<file path="config.mk">
export PLATFORM = sky130hd
export DESIGN_NAME = truth_table_sweeper_flat
export DESIGN_NICKNAME = d
export VERILOG_FILES = /design/src/rtl/tt_pkg.sv /design/src/rtl/truth_table_sweeper_if.sv /design/src/rtl/tt_hold_counter.sv /design/src/rtl/truth_table_sweeper.sv /design/src/flat_wrapper.sv
export SDC_FILE = /design/constraint.sdc
export NUM_CORES = 1
export LEC_CHECK = 0
export ABC_CLOCK_PERIOD_IN_PS = 3150
export BUFFER_PORTS_ARGS = -buffer_cell sky130_fd_sc_hd__buf_2
export CAP_MARGIN = 20
export CORE_MARGIN = 10
export CORE_UTILIZATION = 57
export DETAILED_ROUTE_END_ITERATION = 12
export PLACE_DENSITY = 0.86
export SETUP_SLACK_MARGIN = 0.02
export SYNTH_ARGS = -nofsm -noshare
export SYNTH_HDL_FRONTEND = slang
export SYNTH_SLANG_ARGS = --single-unit
</file>
<file path="constraint.sdc">
create_clock -name clk -period 3.15 [get_ports clk]
set_clock_uncertainty 0.1 [all_clocks]
set_input_delay 0.1575 -clock clk [delete_from_list [all_inputs] [get_ports clk]]
set_output_delay 0.1575 -clock clk [all_outputs]
set_load 0.02 [all_outputs]
</file>
<file path="src/rtl/tt_pkg.sv">
// -----------------------------------------------------------------------------
// tt_pkg
// Shared definitions for the truth_table_sweeper block:
//   - tt_state_e   : sweep FSM state encoding (IDLE/DRIVE/PAUSE/DONE)
//   - tt_clog2()   : ceiling log2 helper used for counter sizing
//   - N_IN/N_OUT legal-range limits checked at elaboration by the top
// No ports (package).
// -----------------------------------------------------------------------------
package tt_pkg;

    typedef enum logic [1:0] {
        IDLE  = 2'd0,
        DRIVE = 2'd1,
        PAUSE = 2'd2,
        DONE  = 2'd3
    } tt_state_e;

    localparam int N_IN_MIN  = 1;
    localparam int N_IN_MAX  = 8;
    localparam int N_OUT_MIN = 1;
    localparam int N_OUT_MAX = 8;

    // Smallest r with 2**r >= value; tt_clog2(1) == 0.
    function automatic int tt_clog2(input int value);
        int result;
        int span;
        result = 0;
        span   = 1;
        while (span < value) begin
            span   = span * 2;
            result = result + 1;
        end
        return result;
    endfunction

endpackage

</file>
<file path="src/rtl/truth_table_sweeper_if.sv">
// -----------------------------------------------------------------------------
// truth_table_sweeper_if
// Groups the sweeper's control, DUT stimulus/response and result signals.
//   start, step_mode, step : sweep control from the controller
//   dut_out                : response of the combinational DUT
//   vec_out                : stimulus vector to the DUT
//   busy, done             : sweep status
//   table_out              : captured truth table, slot v at [v*N_OUT +: N_OUT]
// Optional (macro TT_CHECK_EN): expected_in golden table, mismatch, err_count.
// Modports: master = controller/DUT side, slave = the sweeper.
// -----------------------------------------------------------------------------
interface truth_table_sweeper_if #(
    parameter int N_IN  = 2,
    parameter int N_OUT = 1
);
    localparam int TW = (1 << N_IN) * N_OUT;

    logic              start;
    logic              step_mode;
    logic              step;
    logic [N_OUT-1:0]  dut_out;
    logic [N_IN-1:0]   vec_out;
    logic              busy;
    logic              done;
    logic [TW-1:0]     table_out;
`ifdef TT_CHECK_EN
    logic [TW-1:0]     expected_in;
    logic              mismatch;
    logic [N_IN:0]     err_count;

    modport master (
        output start, step_mode, step, dut_out, expected_in,
        input  vec_out, busy, done, table_out, mismatch, err_count
    );
    modport slave (
        input  start, step_mode, step, dut_out, expected_in,
        output vec_out, busy, done, table_out, mismatch, err_count
    );
`else
    modport master (
        output start, step_mode, step, dut_out,
        input  vec_out, busy, done, table_out
    );
    modport slave (
        input  start, step_mode, step, dut_out,
        output vec_out, busy, done, table_out
    );
`endif

endinterface

</file>
<file path="src/rtl/tt_hold_counter.sv">
// -----------------------------------------------------------------------------
// tt_hold_counter
// Counts the clocks a vector has been held.
//   clk, rst : clock, asynchronous active-high reset
//   clr_i    : synchronous clear to 0 (wins over en_i)
//   en_i     : increment
//   tc_o     : count has reached HOLD_CYCLES-1 (last hold clock)
// -----------------------------------------------------------------------------
module tt_hold_counter
    import tt_pkg::*;
#(
    parameter int HOLD_CYCLES = 10
) (
    input  logic clk,
    input  logic rst,
    input  logic clr_i,
    input  logic en_i,
    output logic tc_o
);
    localparam int CW = tt_clog2(HOLD_CYCLES + 1);
    localparam logic [CW-1:0] TC_VALUE = CW'(HOLD_CYCLES - 1);

    logic [CW-1:0] cnt_q, cnt_d;

    always_comb begin
        cnt_d = cnt_q;
        if (clr_i) begin
            cnt_d = '0;
        end else if (en_i) begin
            cnt_d = cnt_q + CW'(1);
        end
    end

    // NOTE: registers are written with non-blocking assignments so every flop
    // samples the pre-edge values, independent of process ordering.
    always_ff @(posedge clk or posedge rst) begin
        if (rst) begin
            cnt_q <= '0;
        end else begin
            cnt_q <= cnt_d;
        end
    end

    assign tc_o = (cnt_q == TC_VALUE);

endmodule

</file>
<file path="src/rtl/truth_table_sweeper.sv">
// -----------------------------------------------------------------------------
// truth_table_sweeper
// Drives every input vector 0..2^N_IN-1 onto a combinational DUT, holds each
// for HOLD_CYCLES clocks and captures the DUT response into table_out.
// Free-running or single-step (pause after each sample until step).
//   clk, rst : clock, asynchronous active-high reset
//   bus      : truth_table_sweeper_if.slave (start, step_mode, step, dut_out,
//              vec_out, busy, done, table_out)
// Optional macro TT_CHECK_EN adds expected_in/mismatch/err_count: each sample
// is compared with the golden slot, err_count saturates at 2^N_IN.
// -----------------------------------------------------------------------------
module truth_table_sweeper
    import tt_pkg::*;
#(
    parameter int N_IN        = 2,
    parameter int N_OUT       = 1,
    parameter int HOLD_CYCLES = 10
) (
    input  logic                  clk,
    input  logic                  rst,
    truth_table_sweeper_if.slave  bus
);
    localparam int N_VEC = 1 << N_IN;
    localparam int TW    = N_VEC * N_OUT;
    localparam logic [N_IN-1:0] LAST_VEC = N_IN'(N_VEC - 1);

    if (N_IN < N_IN_MIN || N_IN > N_IN_MAX || N_OUT < N_OUT_MIN ||
        N_OUT > N_OUT_MAX || HOLD_CYCLES < 1) begin : g_bad_params
        $error("truth_table_sweeper: parameter out of legal range");
    end

    tt_state_e       state_q, state_d;
    logic [N_IN-1:0] vec_q, vec_d;
    logic [TW-1:0]   table_q, table_d;
    logic            step_mode_q, step_mode_d;
    logic            start_ok, sample, step_ok, advance;
    logic            cnt_clr, cnt_en, cnt_tc;
    logic            busy, done;

    tt_hold_counter #(.HOLD_CYCLES(HOLD_CYCLES)) u_hold_counter (
        .clk   (clk),
        .rst   (rst),
        .clr_i (cnt_clr),
        .en_i  (cnt_en),
        .tc_o  (cnt_tc)
    );

    // State register
    always_ff @(posedge clk or posedge rst) begin
        if (rst) begin
            state_q <= IDLE;
        end else begin
            state_q <= state_d;
        end
    end

    // Next-state logic
    // NOTE: every combinational output gets a default first, so no path
    // through the block leaves a signal unassigned and no latch is inferred.
    always_comb begin
        state_d = state_q;
        case (state_q)
            IDLE, DONE: if (bus.start) state_d = DRIVE;
            DRIVE: begin
                if (cnt_tc) begin
                    if (vec_q == LAST_VEC) state_d = DONE;
                    else if (step_mode_q)  state_d = PAUSE;
                end
            end
            PAUSE:   if (bus.step) state_d = DRIVE;
            default: state_d = IDLE;
        endcase
    end

    // Output / datapath logic
    always_comb begin
        busy     = (state_q == DRIVE) || (state_q == PAUSE);
        done     = (state_q == DONE);
        start_ok = ((state_q == IDLE) || (state_q == DONE)) && bus.start;
        sample   = (state_q == DRIVE) && cnt_tc;
        step_ok  = (state_q == PAUSE) && bus.step;
        // Free-running advance happens on the sample clock itself.
        advance  = (sample && (vec_q != LAST_VEC) && !step_mode_q) || step_ok;
        cnt_clr  = start_ok || sample || step_ok;
        cnt_en   = (state_q == DRIVE);

        vec_d       = vec_q;
        table_d     = table_q;
        step_mode_d = step_mode_q;
        if (start_ok) begin
            vec_d       = '0;
            table_d     = '0;
            step_mode_d = bus.step_mode;
        end else begin
            for (int v = 0; v < N_VEC; v++) begin
                if (sample && (vec_q == N_IN'(v))) begin
                    table_d[v*N_OUT +: N_OUT] = bus.dut_out;
                end
            end
            if (advance) vec_d = vec_q + N_IN'(1);
        end
    end

    // NOTE: table_q is a flop array rather than a RAM, so it is reset along
    // with the rest of the state; an aborted sweep leaves no partial table.
    always_ff @(posedge clk or posedge rst) begin
        if (rst) begin
            vec_q       <= '0;
            table_q     <= '0;
            step_mode_q <= 1'b0;
        end else begin
            vec_q       <= vec_d;
            table_q     <= table_d;
            step_mode_q <= step_mode_d;
        end
    end

    assign bus.vec_out   = vec_q;
    assign bus.table_out = table_q;
    assign bus.busy      = busy;
    assign bus.done      = done;

`ifdef TT_CHECK_EN
    localparam logic [N_IN:0] ERR_MAX = (N_IN + 1)'(N_VEC);

    logic [N_IN:0]    err_q, err_d;
    logic [N_OUT-1:0] exp_slot;

    always_comb begin
        exp_slot = '0;
        for (int v = 0; v < N_VEC; v++) begin
            if (vec_q == N_IN'(v)) exp_slot = bus.expected_in[v*N_OUT +: N_OUT];
        end
        err_d = err_q;
        if (start_ok) begin
            err_d = '0;
        end else if (sample && (bus.dut_out != exp_slot) && (err_q != ERR_MAX)) begin
            err_d = err_q + (N_IN + 1)'(1);
        end
    end

    always_ff @(posedge clk or posedge rst) begin
        if (rst) begin
            err_q <= '0;
        end else begin
            err_q <= err_d;
        end
    end

    assign bus.err_count = err_q;
    assign bus.mismatch  = (err_q != '0);
`endif

endmodule

</file>
<file path="src/flat_wrapper.sv">
// flat-port wrapper written by rule: the top's interface ports become plain ports
module truth_table_sweeper_flat import tt_pkg::*;
#(
    parameter int N_IN        = 2,
    parameter int N_OUT       = 1,
    parameter int HOLD_CYCLES = 10
)
  (clk, rst, bus_start, bus_step_mode, bus_step, bus_dut_out, bus_vec_out, bus_busy, bus_done, bus_table_out);
  truth_table_sweeper_if #(.N_IN(N_IN), .N_OUT(N_OUT)) bus_i ();
  input  logic clk;
  input  logic rst;
  input wire logic [$bits(bus_i.start)-1:0] bus_start;
  input wire logic [$bits(bus_i.step_mode)-1:0] bus_step_mode;
  input wire logic [$bits(bus_i.step)-1:0] bus_step;
  input wire logic [$bits(bus_i.dut_out)-1:0] bus_dut_out;
  output wire logic [$bits(bus_i.vec_out)-1:0] bus_vec_out;
  output wire logic [$bits(bus_i.busy)-1:0] bus_busy;
  output wire logic [$bits(bus_i.done)-1:0] bus_done;
  output wire logic [$bits(bus_i.table_out)-1:0] bus_table_out;
  assign bus_i.start = bus_start;
  assign bus_i.step_mode = bus_step_mode;
  assign bus_i.step = bus_step;
  assign bus_i.dut_out = bus_dut_out;
  assign bus_vec_out = bus_i.vec_out;
  assign bus_busy = bus_i.busy;
  assign bus_done = bus_i.done;
  assign bus_table_out = bus_i.table_out;
  truth_table_sweeper #(.N_IN(N_IN), .N_OUT(N_OUT), .HOLD_CYCLES(HOLD_CYCLES)) u_core (.clk(clk), .rst(rst), .bus(bus_i));
endmodule
</file>
==> metrics.md, run 1 <==
| Metric | Value |
|---|---|
| Status | `complete, no violations` |
| Via density | `5.72` |
| Mux contribution to synthesized area | `4.38%` |
| Worst slew margin | `67.3%` |
| Vias in the first global route | `693` |
| CTS tree | `built` |
| Core box area | `0.00133 sq mm` |
| Largest net degree at the start of global routing | `14` |
| Seq cells post-synth | `13` |
| Setup_tns | `0 ns` |
| DR WL/cell | `14.5 um` |
| Register area share after synthesis | `39.3%` |
| Total vias in the final route | `663` |
| Simple-Gate Fraction of Synth Area | `21.1%` |
| Synthesized net count | `100` |
| Clk pwr share | `10.8%` |
| Initial DRC count | `6` |
| Final wirelength | `1680 um` |
| Hold Vio Cnt, Final | `0` |
| R2R setup slack | `1.34 ns` |
| DRC Markers | `0` |
| CP endpoint kind | `flip-flop` |
| Post-Syn Area | `828 sq um` |
| # port buffers | `13` |
| Hold WC Path Type | `primary input to flip-flop` |
| Synth cell types | `29` |
| CTS sink cnt | `13` |
| Post-DRT Antenna Nets | `0` |
| Yosys top cell by area | `dfrtp_1` |
| Fin crit share | `57.5%` |
| Initial antenna violation count | `0` |
| Largest family of logic cells by synthesized area | `simple AND/OR/NAND/NOR gates` |
| Multi-input logic area | `452 sq um` |
| Fill cells | `103` |
| Slew Viols, Final | `0` |
| Antenna diodes | `0` |
| Die ar. | `0.00338 sq mm` |
| Dominant synthesized flop cell | `dfrtp_1` |
| Clock slew at reported path FFs | `0.08 ns` |
| Final Critical Period | `1.81 ns` |
| Logic pwr share | `56.3%` |
| Pwr dens | `1040 mW/mm^2` |
| Die Y | `58.1 um` |
| Dpl hpwl | `1330 um` |
| Total CTS buffers | `3` |
| Post-CTS resize count | `0` |
| Initial Util | `62.1%` |
| Post-Synth XOR/XNOR Area | `0%` |
| Post-synth top cells | `dfrtp_1, inv_1, ha_1, a21oi_1, o21ai_0` |
| Post-synth top area share | `39.3%` |
| Placer Congestion | `0.867` |
| Clk buf depth | `2` |
| Clk root buf | `clkbuf_4` |
| Leakage power | `0.466 nW` |
| First-pass GRT wire length | `3030 um` |
| Yosys warnings | `0` |
| Synth-to-layout area growth | `13.3%` |
| # IOs | `14` |
| Max Cap Viol | `0` |
| Layout net count | `117` |
| Overall power | `0.000976 W` |
| Max Fclk | `553 MHz` |
| P_sw | `0.000442 W` |
| P_int | `0.000534 W` |
| Gr ovfl total | `0` |
| Worst-margin pin slew | `0.490 ns` |
| Syn Area/Cell | `9.74 sq um` |
| CP Launch Type | `flip-flop` |
| RSZ-0062 raised after global routing | `no` |
| Row count | `13` |
| Gate Count Post-Synth | `85` |
| Die width | `58.1 um` |
| Post-synth EDFFs | `0` |
| Share of cells above drive strength 1 | `21.8%` |
| WP data required | `3.22 ns` |
| Sequential power share | `32.9%` |
| Switching part of the total | `45.3%` |
| Top cells by area, synth | `dfrtp_1, ha_1, inv_1, a21oi_1, o21ai_0` |
| Fraction of the mapped netlist area in compound gates | `15.4%` |
| Worst skew pair latency | `0.28 ns` |
| Crit path arrival time | `1.88 ns` |
| FF/Latch Area | `325 sq um` |
| Final setup fails | `0` |
| Critical path class | `flip-flop to flip-flop` |
| Ys async rst share | `100%` |
| H-tree levels | `1` |
| Cell with the most instances after synthesis | `dfrtp_1` |
| Peak VDD IR | `0.618 mV` |
| DR pass1 iterations | `4` |
| Global Route Usage Sum | `11.1%` |
| Adder-Cell Fraction of Synth Area | `13.6%` |
| Max Fanout on Critical Path | `5` |
## power groups by stage
| stage | Sequential [W] | Combinational, W | Clock [W] |
|---|---|---|---|
| global placement | 0.000320 | 0.000531 | 0 |
| detailed placement | 0.000323 | 0.000550 | 0 |
| CTS | 0.000321 | 0.000553 | 0.000105 |
| floorplan | 0.000355 | 0.000381 | 0 |
| finish | 0.000321 | 0.000550 | 0.000105 |
| global route | 0.000338 | 0.000620 | 0.000111 |
## sequential cells by signal (all words and copies together), names as in the netlist
| register | count |
|---|---|
| u_core.state_q | 2 |
| u_core.step_mode_q | 1 |
| u_core.bus.table_out | 4 |
| u_core.u_hold_counter.cnt_q | 4 |
| u_core.bus.vec_out | 2 |
## worst max-delay path, stage by stage (launching register included)
cell and delay [ns]:
dfrtp_1 0.40, inv_1 0.08, ha_1 0.33, a22o_1 0.28, a21oi_2 0.20, mux2_4 0.31
## path summary, 6_finish.rpt
path                            cells past startpoint          startpoint                              to
max in group asynchronous                           3                 rst         u_core.bus.table_out[3]
worst min register to register                      1  u_core.step_mode_q              u_core.step_mode_q
worst max-delay path                                5   u_core.state_q[0]           u_core.bus.vec_out[0]
min in group asynchronous                           3                 rst  u_core.u_hold_counter.cnt_q[1]
worst min-delay path                                2       bus_step_mode              u_core.step_mode_q
worst max register to register                      5   u_core.state_q[0]           u_core.bus.vec_out[0]
## cell families (layout without fill, tap and decap cells)
logic type,after synthesis,after routing
adders and majority gates,9,9
DFF,13,13
buffers and inverters,13,29
AOI/OAI and AO/OA,20,20
muxes,3,3
and+or+nand+nor,27,27
## layer usage
layer | global-route usage (%) | vias up | share of wire, %
met1 | 12.3 | 316 | 43
met5 | 0 | - | 0
met2 | 19.2 | 17 | 50
met3 | 2.61 | 5 | 4.7
met4 | 6.04 | 0 | 2.0
li1 | - | 325 | -
## cell usage in the layout (no fill, tap or decap)
cell type,n
o32a_1,1
and4b_1,1
a21boi_0,1
and4b_4,1
nand2_1,3
nand3_1,4
ha_1,9
nor4_1,2
a221oi_2,1
a22o_1,1
o21a_1,1
mux2i_1,1
nand3b_1,2
nand3b_2,1
clkbuf_4,3
nor2b_1,3
nor2_1,2
a21oi_1,8
mux2_2,1
inv_1,11
o21ai_0,6
or3b_1,1
a21oi_2,1
and2_1,1
nand4b_1,1
clkbuf_1,1
buf_2,13
nand2b_1,4
dlygate4sd3_1,1
or2_0,1
dfrtp_1,13
mux2_4,1
## timing repair
item	4_1_cts	5_1_grt
setup buffers	0	0
endpoints found under the hold margin	13	0
hold buffers	1	0
## through the flow
step / utilization, % / hold WS, ns / worst slack (ns) / cell area (sq um) / cells
after floorplan: - / -0.0655 / 1.47 / 828 / 85
after global placement: 67.6 / 0.0932 / 1.42 / 902 / 111
after detailed placement: 67.6 / 0.101 / 1.36 / 902 / 111
after CTS: 70.4 / 0.00247 / 1.34 / 938 / 116
after global routing: 70.4 / 0.0210 / 1.26 / 938 / 116
final: 70.4 / 0.00221 / 1.34 / 938 / 116
## layout make-up
cell class	instances	share of cell area, %
Multi-Input combinational cell	59	48.1
Sequential cell	13	34.7
Timing Repair Buffer	14	8.00
Inverter	11	4.40
Clock buffer	4	2.80
Tap cell	15	2.00
(Power assumes the default switching activity.)
==> run 2, diff against run 1 <==
--- a/config.mk
+++ b/config.mk
@@ -5,13 +5,13 @@
 export SDC_FILE = /design/constraint.sdc
 export NUM_CORES = 1
 export LEC_CHECK = 0
-export ABC_CLOCK_PERIOD_IN_PS = 3150
+export ABC_CLOCK_PERIOD_IN_PS = 1900
 export BUFFER_PORTS_ARGS = -buffer_cell sky130_fd_sc_hd__buf_2
 export CAP_MARGIN = 20
 export CORE_MARGIN = 10
-export CORE_UTILIZATION = 57
+export CORE_UTILIZATION = 53
 export DETAILED_ROUTE_END_ITERATION = 12
-export PLACE_DENSITY = 0.86
+export PLACE_DENSITY = 0.81
 export SETUP_SLACK_MARGIN = 0.02
 export SYNTH_ARGS = -nofsm -noshare
 export SYNTH_HDL_FRONTEND = slang
==> constraint.sdc (replaced) <==
create_clock -name clk -period 1.9 [get_ports clk]
set_clock_uncertainty 0.1 [all_clocks]
set_input_delay 0.095 -clock clk [delete_from_list [all_inputs] [get_ports clk]]
set_output_delay 0.095 -clock clk [all_outputs]
set_load 0.02 [all_outputs]
==> metrics.md, run 2 (synthesized netlist as in run 1, its figures left out) <==
| Metric | Value |
|---|---|
| Max Fanout on Critical Path | `5` |
| Worst slew margin | `67.2%` |
| Die Y | `59.5 um` |
| Initial antenna violation count | `0` |
| Dpl hpwl | `1390 um` |
| Sequential power share | `31.9%` |
| Core box area | `0.00149 sq mm` |
| WP data required | `1.96 ns` |
| Antenna diodes | `0` |
| H-tree levels | `1` |
| Max Cap Viol | `0` |
| Setup_tns | `0 ns` |
| Fill cells | `120` |
| # IOs | `14` |
| Post-CTS resize count | `0` |
| Gr ovfl total | `0` |
| FF/Latch Area | `325 sq um` |
| Die ar. | `0.00354 sq mm` |
| Post-DP Area | `911 sq um` |
| Setup ws final | `0.146 ns` |
| DR WL/cell | `14.9 um` |
| Logic pwr share | `57.7%` |
| Max Fclk | `570 MHz` |
| Hold Vio Cnt, Final | `0` |
| Final wirelength | `1790 um` |
| Hold WC Path Type | `primary input to flip-flop` |
| Peak VDD IR | `0.844 mV` |
| Vias in the first global route | `672` |
| Global Route Usage Sum | `10.6%` |
| Placer Congestion | `0.811` |
| Worst skew pair latency | `0.27 ns` |
| Clk root buf | `clkbuf_4` |
| Clock slew at reported path FFs | `0.08 ns` |
| DRC Markers | `0` |
| RSZ-0062 raised after global routing | `no` |
| Post-layout util | `64.8%` |
| Via density | `5.53` |
| DP Worst Slack | `0.0913 ns` |
| Total CTS buffers | `3` |
| Multi-input logic area | `452 sq um` |
| Total vias in the final route | `664` |
| Worst-margin pin slew | `0.492 ns` |
| Switching part of the total | `45.1%` |
| Post-DRT Antenna Nets | `0` |
| Critical path class | `flip-flop to flip-flop` |
| Synth-to-layout area growth | `16.5%` |
| Status | `complete, no violations` |
| Final setup fails | `0` |
| # port buffers | `13` |
| Final Critical Period | `1.75 ns` |
| CP endpoint kind | `flip-flop` |
| P_sw | `0.000749 W` |
| Clk buf depth | `2` |
| Die width | `59.5 um` |
| Slew Viols, Final | `0` |
| First-pass GRT wire length | `2950 um` |
| CTS sink cnt | `13` |
| Fin crit share | `92.3%` |
| Overall power | `0.00166 W` |
| Share of cells above drive strength 1 | `23.1%` |
| P_int | `0.000911 W` |
| CP Launch Type | `flip-flop` |
| Leakage power | `0.479 nW` |
| CTS tree | `built` |
| Largest net degree at the start of global routing | `14` |
| Row count | `14` |
| Most frequent cells in the layout | `buf_2, dfrtp_1, inv_1` |
| Initial DRC count | `19` |
| DR pass1 iterations | `4` |
| Crit path arrival time | `1.82 ns` |
| Initial Util | `55.6%` |
| Post-route cell area | `965 sq um` |
| Clk pwr share | `10.4%` |
| Layout net count | `120` |
| Pwr dens | `1720 mW/mm^2` |
run 2: cell count changes in the layout (fill, tap and decap cells not counted), sizes merged:
cell	before	now
dlygate4sd3	1	2
buf	13	15
run 2: worst paths after layout:
| kind | startpoint | endpoint | slack (ns) | depth (start not counted) |
|---|---|---|---|---|
| min | bus_dut_out | u_core.bus.table_out[0] | 0.01 | 3 |
| max in group asynchronous | rst | u_core.bus.table_out[3] | 1.09 | 3 |
| max | u_core.state_q[1] | u_core.bus.vec_out[0] | 0.15 | 4 |
| min reg2reg | u_core.bus.table_out[0] | u_core.bus.table_out[0] | 0.44 | 2 |
| min in group asynchronous | rst | u_core.u_hold_counter.cnt_q[1] | 0.27 | 3 |
| max reg2reg | u_core.state_q[1] | u_core.bus.vec_out[0] | 0.15 | 4 |
run 2: area by class of cell:
| cell class | count | area share, % |
|---|---|---|
| inverters | 11 | 4.28 |
| multi-input cells | 59 | 46.8 |
| repair buffers | 17 | 10.4 |
| clock buffers | 4 | 2.72 |
| flip-flops and latches | 13 | 33.7 |
| well taps | 16 | 2.08 |
run 2: repair_timing:
action                                  CTS  global route
endpoints found under the setup margin    0             1
endpoints found under the hold margin    14             0
hold buffers                              2             0
setup buffers                             0             1
run 2: power groups by stage:
stage	sequential, W	combinational [W]	clock [W]
after global placement	0.000529	0.000901	0
after CTS	0.000535	0.000950	0.000175
after floorplan	0.000588	0.000631	0
after global routing	0.000547	0.00107	0.000189
after detailed placement	0.000540	0.000941	0
final	0.000530	0.000957	0.000173
run 2: routing by layer:
metal | global-route usage [%] | vias to the layer above | wire length, um
li1 | - | 335 | -
met1 | 11.9 | 322 | 795
met2 | 18.9 | 5 | 961
met3 | 2.58 | 2 | 25
met4 | 3.85 | 0 | 10
met5 | 0 | - | 0
run 2: worst max-delay path, cell delays in order, from the launching register on:
cell,delay [ns]
dfrtp_1,0.42
ha_1,0.33
a22o_1,0.28
a21oi_2,0.19
mux2_4,0.31
run 2: metrics by stage:
stage,hold slack (ns),cells
after floorplan,-0.128,85
after global placement,0.0439,113
final,0.0107,120
after global routing,0.0190,120
after detailed placement,0.0494,113
after CTS,0.0114,119
